### config.mk
export PLATFORM = sky130hd
export DESIGN_NAME = int_sched
export DESIGN_NICKNAME = d
export VERILOG_FILES = /design/src/rtl/int_sched.sv
export SDC_FILE = /design/constraint.sdc
export NUM_CORES = 1
export LEC_CHECK = 0
export ABC_AREA = 1
export CORE_ASPECT_RATIO = 0.8
export CORE_MARGIN = 8
export CORE_UTILIZATION = 37
export CTS_CLUSTER_DIAMETER = 200
export CTS_CLUSTER_SIZE = 10
export DETAILED_ROUTE_END_ITERATION = 10
export PLACE_DENSITY = 0.89
export SYNTH_ARGS = -nofsm -noshare
export SYNTH_HDL_FRONTEND = slang
export SYNTH_SLANG_ARGS = --single-unit
### constraint.sdc
create_clock -name clk -period 1.5 [get_ports clk]
set_input_delay 0.45 -clock clk [delete_from_list [all_inputs] [get_ports clk]]
set_output_delay 0.45 -clock clk [all_outputs]
set_load 0.01 [all_outputs]
### src/rtl/int_sched.sv
// int_sched : interrupt scheduler for the 8051 core.
//
// Samples the five interrupt flags against IE/EA every clock and picks one
// source by fixed priority, high-priority level first. At an instruction
// boundary it presents a vectored request to the CPU. The request is held
// until the CPU accepts it. On accept, the scheduler marks the level as in
// service and pulses the hardware clear for the timer or external flag. RETI
// pops the in-service nesting state, high level first.
//
// Ports
//   clk           system clock
//   reset         asynchronous, active-high reset
//   ie            IE SFR: bit7 EA, bits4:0 enables {ES, ET1, EX1, ET0, EX0}
//   ip            IP SFR: bits4:0 priority (1 = high) for the same sources
//   flags         raw level flags {RI|TI, TF1, IE1, TF0, IE0}
//   it            {IT1, IT0}; 1 = edge-triggered external interrupt
//   inst_boundary last cycle of an instruction (poll point)
//   block         instruction at this boundary is RETI or an IE/IP write
//   cpu_ack       one-cycle pulse: CPU took the vector
//   reti          one-cycle pulse: CPU executed RETI
//   irq_valid     request pending toward the CPU
//   irq_vector    vector address, stable while irq_valid
//   irq_src       source index 0..4 of the pending request
//   clr_flag      one-cycle hardware clear {TF1, IE1, TF0, IE0}
//   in_service    {high_active, low_active}
module int_sched #(
   parameter logic [15:0] VEC_BASE = 16'h0003
) (
   input  logic        clk,
   input  logic        reset,
   input  logic [7:0]  ie,
   input  logic [7:0]  ip,
   input  logic [4:0]  flags,
   input  logic [1:0]  it,
   input  logic        inst_boundary,
   input  logic        block,
   input  logic        cpu_ack,
   input  logic        reti,
   output logic        irq_valid,
   output logic [15:0] irq_vector,
   output logic [2:0]  irq_src,
   output logic [3:0]  clr_flag,
   output logic [1:0]  in_service
);

   typedef enum logic {S_IDLE, S_PEND} state_t;

   state_t      r_state;
   logic [4:0]  r_req_q;
   logic        r_lvl;      // level of the committed request (1 = high)

   logic [4:0]  w_hi_req;
   logic [4:0]  w_lo_req;
   logic        w_cand_any;
   logic        w_cand_hi;
   logic [2:0]  w_cand_src;
   logic        w_eligible;
   logic [15:0] w_cand_vec;
   logic [1:0]  w_ins_pop;
   logic        w_unused;

   // IE bits 6:5 and IP bits 7:5 are reserved in this core.
   assign w_unused = ^{ie[6:5], ip[7:5]};

   // Lowest index wins: IE0 > TF0 > IE1 > TF1 > serial.
   function automatic logic [2:0] f_lowest(input logic [4:0] v);
      logic [2:0] idx;
      idx = 3'd0;
      for (int i = 4; i >= 0; i--) begin
         if (v[i]) idx = 3'(i);
      end
      return idx;
   endfunction

   assign w_hi_req = r_req_q & ip[4:0];
   assign w_lo_req = r_req_q & ~ip[4:0];

   always_comb begin
      w_cand_any = 1'b0;
      w_cand_hi  = 1'b0;
      w_cand_src = 3'd0;
      if (|w_hi_req) begin
         w_cand_any = 1'b1;
         w_cand_hi  = 1'b1;
         w_cand_src = f_lowest(w_hi_req);
      end else if (|w_lo_req) begin
         w_cand_any = 1'b1;
         w_cand_src = f_lowest(w_lo_req);
      end
   end

   // A candidate may only interrupt something of strictly lower level.
   assign w_eligible = w_cand_any &
                       (w_cand_hi ? ~in_service[1] : (in_service == 2'b00));

   assign w_cand_vec = VEC_BASE + {10'd0, w_cand_src, 3'b000};

   // RETI pops the innermost level. The ack set is applied on top of this,
   // so a same-cycle reti + ack leaves the acked level marked.
   always_comb begin
      w_ins_pop = in_service;
      if (reti) begin
         if (in_service[1])      w_ins_pop[1] = 1'b0;
         else if (in_service[0]) w_ins_pop[0] = 1'b0;
      end
   end

   always_ff @(posedge clk or posedge reset) begin
      if (reset) begin
         r_state    <= S_IDLE;
         r_req_q    <= 5'd0;
         r_lvl      <= 1'b0;
         irq_valid  <= 1'b0;
         irq_vector <= 16'h0000;
         irq_src    <= 3'd0;
         clr_flag   <= 4'd0;
         in_service <= 2'b00;
      end else begin
         r_req_q    <= flags & ie[4:0] & {5{ie[7]}};
         clr_flag   <= 4'd0;
         in_service <= w_ins_pop;
         case (r_state)
            S_IDLE: begin
               if (inst_boundary && !block && w_eligible) begin
                  r_state    <= S_PEND;
                  irq_valid  <= 1'b1;
                  irq_src    <= w_cand_src;
                  irq_vector <= w_cand_vec;
                  r_lvl      <= w_cand_hi;
               end
            end
            S_PEND: begin
               // Committed: source and vector are held regardless of flags.
               if (cpu_ack) begin
                  r_state   <= S_IDLE;
                  irq_valid <= 1'b0;
                  if (r_lvl) in_service <= w_ins_pop | 2'b10;
                  else       in_service <= w_ins_pop | 2'b01;
                  // External flags are only cleared when edge-triggered;
                  // the serial flag is left to software.
                  case (irq_src)
                     3'd0:    clr_flag <= {3'b000, it[0]};
                     3'd1:    clr_flag <= 4'b0010;
                     3'd2:    clr_flag <= {1'b0, it[1], 2'b00};
                     3'd3:    clr_flag <= 4'b1000;
                     default: clr_flag <= 4'b0000;
                  endcase
               end
            end
            default: r_state <= S_IDLE;
         endcase
      end
   end

endmodule

After elaboration in Yosys (flattened, before gate mapping)
Index checks and enable logic that the tools add are counted.
Widths: inputs -> output; s select.
{"block": "op_classes", "addsub": 1, "eq_ne": 5, "n_mux": 30, "bitwise": 8, "reduce_logical": 9}
{"cell": "$mux 3", "n": 12}
{"cell": "$and 5x5->5", "n": 4}
{"cell": "$pmux 4 s4", "n": 1}
{"cell": "$reduce_or 5->1", "n": 2}
{"cell": "$mux 1", "n": 9}
{"cell": "$mux 2", "n": 4}
{"cell": "$mux 4", "n": 2}
{"cell": "$add 2x6->7 const A", "n": 1}
{"cell": "$eq 3x2->1 const B", "n": 2}
{"cell": "$not 5->5", "n": 1}
{"cell": "$ne 2x2->1 const B", "n": 2}
{"cell": "$pmux 1 s2", "n": 2}
{"cell": "$reduce_and 2->1", "n": 2}
{"cell": "$eq 3x1->1 const B", "n": 1}
{"cell": "$logic_not 3->1", "n": 1}
{"cell": "$logic_and 1x1->1", "n": 2}
{"cell": "$logic_not 2->1", "n": 1}
{"cell": "$not 1->1", "n": 2}
{"cell": "$and 1x1->1", "n": 1}
{"cell": "$logic_not 1->1", "n": 1}
{"block": "totals", "register_bits": 33, "output_inout_bits": 26}

Longest topological paths before layout
{"block": "depth", "word_depth": 10, "ltp_mapped": 10, "depth_no_buf": 10}

Least setup slack after synthesis
OpenSTA, ideal clock, no wires.
{"block": "synth_timing", "path_kind": "input -> register", "start": "in ip[0]", "end": "reg r_state", "setup_ns": 0.122, "t_arrival_ns": 1.066, "slack_ns": 0.312, "path_stages": 8, "n_path_buf": 0, "cell_sequence": "nand2_1 nand2_1 nor2_1 nand2_1 inv_2 nand2_4 nand2_4 o21ai_1"}
{"block": "synth_via", "elab_chain_len": 9, "word_cells_on_any_way": 13, "cone_classes": "6 x mux; 4 x bitwise; 3 x reduce/logical"}
{"element": "from (decl)", "line": "32", "source": "input logic [7:0] ip,"}
{"element": "$not 5->5", "line": "76", "source": "assign w_lo_req = r_req_q & ~ip[4:0];"}
{"element": "$and 5x5->5", "line": "76"}
{"element": "$reduce_or 5->1", "line": "86", "source": "end else if (|w_lo_req) begin"}
{"element": "$mux 1", "line": "86"}
{"element": "$mux 1", "line": "82", "source": "if (|w_hi_req) begin"}
{"element": "$and 1x1->1 (*)", "line": "93", "source": "assign w_eligible = w_cand_any &"}
{"element": "$logic_and 1x1->1 (*)", "line": "124", "source": "if (inst_boundary && !block && w_eligible) begin"}
{"element": "$mux 1 (*)", "line": "124"}
{"element": "$pmux 1 s2 (*)", "line": "122", "source": "case (r_state)"}
{"element": "to (signal assigned)", "line": "110", "source": "r_state <= S_IDLE;"}
{"element": "to (signal assigned)", "line": "125", "source": "r_state <= S_PEND;"}
{"element": "to (signal assigned)", "line": "135", "source": "r_state <= S_IDLE;"}
{"element": "to (decl)", "line": "48", "source": "state_t r_state;"}
Mark *: on every way between the ends. The rest lies on a longest branch, timed or not.
A chain may end at the register's enable or synchronous reset.

Worst setup path in the final report
{"block": "layout_timing", "start": "in ip[1]", "end": "reg r_state"}
Same word-level chain as after synthesis.

==> summary.txt <==
Die
  • Starting Density: 0.391
  • Vertical die dimension: 61.6 um
  • Core outline area: 2460 um^2
  • Floorplan die area: 4500 um^2
  • Standard-cell row count: 16
  • Width of the chip: 73.0 um
  • I/O pin count: 55

Pwr
  • Pwr dens: 868 nW/um^2
  • Clock power share: 0.237
  • Internal power of the cells: 874 uW
  • NetSw: 376 uW
  • Leak Pwr: 0.823 nW
  • Sequential power share: 0.455
  • Combinational power share: 0.309
  • Maximum vdd drop: 0.000318 V
  • Net switching fraction of the power: 0.301

Clock network
  • Maximum count of clock buffers along a single path: 2
  • TritonCTS buffer count: 3
  • Cts-stage hold buffer count: 0
  • Clock H-tree levels: 1
  • Clock input transition at the sequential cells of the worst setup and hold paths: 0.10 ns
  • TritonCTS clock tree: built
  • Total number of clock tree sinks: 18
  • Skew-Pair Late Insertion Delay: 0.29 ns
  • Root Buffer: clkbuf_4

Critical path
  • Origin of the critical flop-to-flop path: r_req_q[2]
  • Crit path DAT: 1.64 ns
  • Worst-path cell with the longest stage delay: clkdlybuf4s50_1
  • Buffers plus inverters on the worst setup path: 2
  • Worst reg2reg path endpoint: r_state
  • Path depth of the worst reg2reg path: 8
  • Worst setup SP type: primary input
  • Required time of the worst setup path: 1.69 ns
  • Crit path kind: primary input to flop
  • Worst reg-to-reg setup slack: 0.25 ns
  • Worst setup EP type: flop
  • Worst stage delay on the critical path: 0.49 ns
  • Worst-path cell chain: clkdlybuf4s50_1 > inv_1 > nand2_1 > nand2_2 > nor2_4 > nand2_1 > nand2_2 > nand2_4 > nand2_4 > o21ai_1
  • CP Max Fanout: 7
  • Family with the most delay on the worst path: simple AND/OR/NAND/NOR gates

Layout
  • Total Nets Final: 204
  • Area growth syn-to-layout: 49.7%
  • Ratio of cells with drive above 1 in the final layout: 0.155
  • Number of diodes: 0
  • Post-route cell area: 1440 um^2

Logic synthesis
  • Number of instances in the synthesized netlist: 125
  • Syn_area_per_cell: 7.70 um^2
  • Fraction of the mapped netlist area in compound gates: 0.0351
  • Post-synthesis mux area share: 0
  • Dominant combinational cell family by area after synthesis: simple AND/OR/NAND/NOR gates
  • Basic-gate share of the synthesized area counting and, or, nand and nor cells: 0.313
  • Synth Area in Adders: 0
  • Xor/xnor cell area share of the yosys netlist: 0
  • Count of distinct cell types in the synthesized netlist: 16
  • Mapped cell area: 962 um^2
  • Synthesis-stage register bit count: 18
  • Warning count from the yosys run: 0
  • Post-synthesis sequential area ratio: 0.468

STA
  • Worst setup skew after layout: 0.000431 ns
  • Share of the cycle needed by the critical path after routing: 0.968
  • Clock period minus worst slack: 1.45 ns
  • Slew Limit Fails: 0
  • # setup viols final: 0
  • Total count of hold-check failures in the final report: 0
  • Highest Clock Rate: 689 MHz
  • Sum Neg Setup Slack: 0 ns

Global route
  • Total overflow reported by the global router: 0
  • Pin count of the biggest net entering global routing: 19
  • Wire length of the first global-routing pass: 3880 um
  • Vias in the first global route: 925
  • Overall Global Routing Usage: 0.109
  • Initial antenna violation count: 0

Drt
  • Vias per cell: 4.35
  • Routed wire length per instance: 11.6 um
  • First-pass detailed-route iteration total: 4
  • Antenna violation net count after detailed routing: 0
  • Number of violations reported at the end of detailed-routing iteration 0: 49
  • Number of remaining DRC errors: 0
  • Routed via count: 913
  • Total Wirelength: 2430 um

Placement
  • Post-detailed-placement half-perimeter wirelength: 1960 um
  • Total cell area at the placement stage: 1380 um^2
  • Count of input and output buffers: 38
  • Routability Congestion: 0.854

Min path
  • Min-delay worst type: primary input to asynchronous set/reset pin

Status
  • Outcome: complete, no violations

Job
  • Max-cap violations: 0
==> worst register-to-register path, delay by kind of cell, from the launching register on <==
kind | cells | cell delay, ns
buffers and inverters | 1 | 0.08
DFF | 1 | 0.41
AOI/OAI and AO/OA | 1 | 0.07
and+or+nand+nor | 6 | 0.58
==> cell usage in the layout (no fill, tap or decap), drive strengths merged <==
master,netlist,routed
a22o,1,1
buf,15,12
clkbuf,0,4
clkdlybuf4s50,0,21
conb,1,11
dfrtp,18,18
dlygate4sd2,0,15
dlymetal6s2s,0,2
inv,16,16
nand2,46,46
nand3,7,7
nor2,13,13
nor3,1,1
nor4,2,2
o21ai,5,5
==> worst max-delay path by stage <==
| stage | startpoint | to | slack (ns) | cells after the start |
|---|---|---|---|---|
| finish | ip[1] | r_state | 0.05 | 10 |
| global route | ip[1] | r_state | -0.02 | 10 |
| CTS | ip[3] | r_state | 0.03 | 10 |
| detailed placement | ip[3] | r_state | -0.28 | 10 |
| global placement | ip[3] | r_state | -0.23 | 10 |
| floorplan | ip[0] | r_state | 0.31 | 8 |
==> cell families after synthesis <==
kind of cell           after synthesis
and+or+nand+nor                     69
buffers and inverters               31
DFF                                 18
AOI/OAI and AO/OA                    6
other                                1
==> final cells by class <==
class                      count  area [um^2]
clock buffer                   4         36.3
fill                         235         1020
inverter                      16         60.1
multi-input combinational     86          392
sequential                    18          450
tap                           36         45.0
timing repair buffer          50          457
==> power groups by stage <==
stage | Clock (mW) | Sequential (mW) | Combinational (mW)
5_1_grt | 0.329 | 0.575 | 0.426
3_3_place_gp | 0 | 0.585 | 0.376
6_report | 0.296 | 0.568 | 0.386
3_5_place_dp | 0 | 0.588 | 0.388
4_1_cts | 0.301 | 0.568 | 0.383
2_1_floorplan | 0 | 0.602 | 0.185
==> flip-flops by register name, indices dropped and copies added, names as in the netlist <==
signal and count:
r_req_q 5, clr_flag 4, irq_src 3, in_service 2
irq_valid 1, irq_vector 1, r_lvl 1, r_state 1
==> layer usage <==
metal  part of all wire  GRT usage  up-vias  wire [um]
met2               0.52      0.203       46       1260
met4              0.011     0.0511        0         27
met3              0.095     0.0407        2        232
met5                  0          0        -          0
li1                   -          -      453          -
met1               0.37      0.106      412        910
==> stage by stage <==
| step | utilization | setup WS [ns] | hold slack, ns | std cells | total power, mW |
|---|---|---|---|---|---|
| finish | 0.585 | 0.0479 | 0.451 | 210 | 1.25 |
| detailed placement | 0.560 | -0.284 | 0.482 | 203 | 0.977 |
| global route | 0.585 | -0.0237 | 0.488 | 210 | 1.33 |
| CTS | 0.577 | 0.0318 | 0.459 | 210 | 1.25 |
| global placement | 0.560 | -0.227 | 0.469 | 203 | 0.960 |
| floorplan | - | 0.312 | 0.389 | 135 | 0.786 |
==> what timing repair did <==
item	in CTS	in global routing
setup buffers	3	0
resized for setup	15	8
pin swaps	0	2
setup endpoints to repair	15	7
==> cells in the mapped netlist (all sizes together) <==
| cell | number | area [um^2] |
|---|---|---|
| conb | 1 | 3.75 |
| buf | 15 | 113 |
| nor2 | 13 | 51.3 |
| a22o | 1 | 8.76 |
| dfrtp | 18 | 450 |
| nor4 | 2 | 12.5 |
| inv | 16 | 60.1 |
| nor3 | 1 | 10.0 |
| nand3 | 7 | 35.0 |
| nand2 | 46 | 193 |
| o21ai | 5 | 25.0 |
No activity file was read; power rests on OpenSTA's default activity.
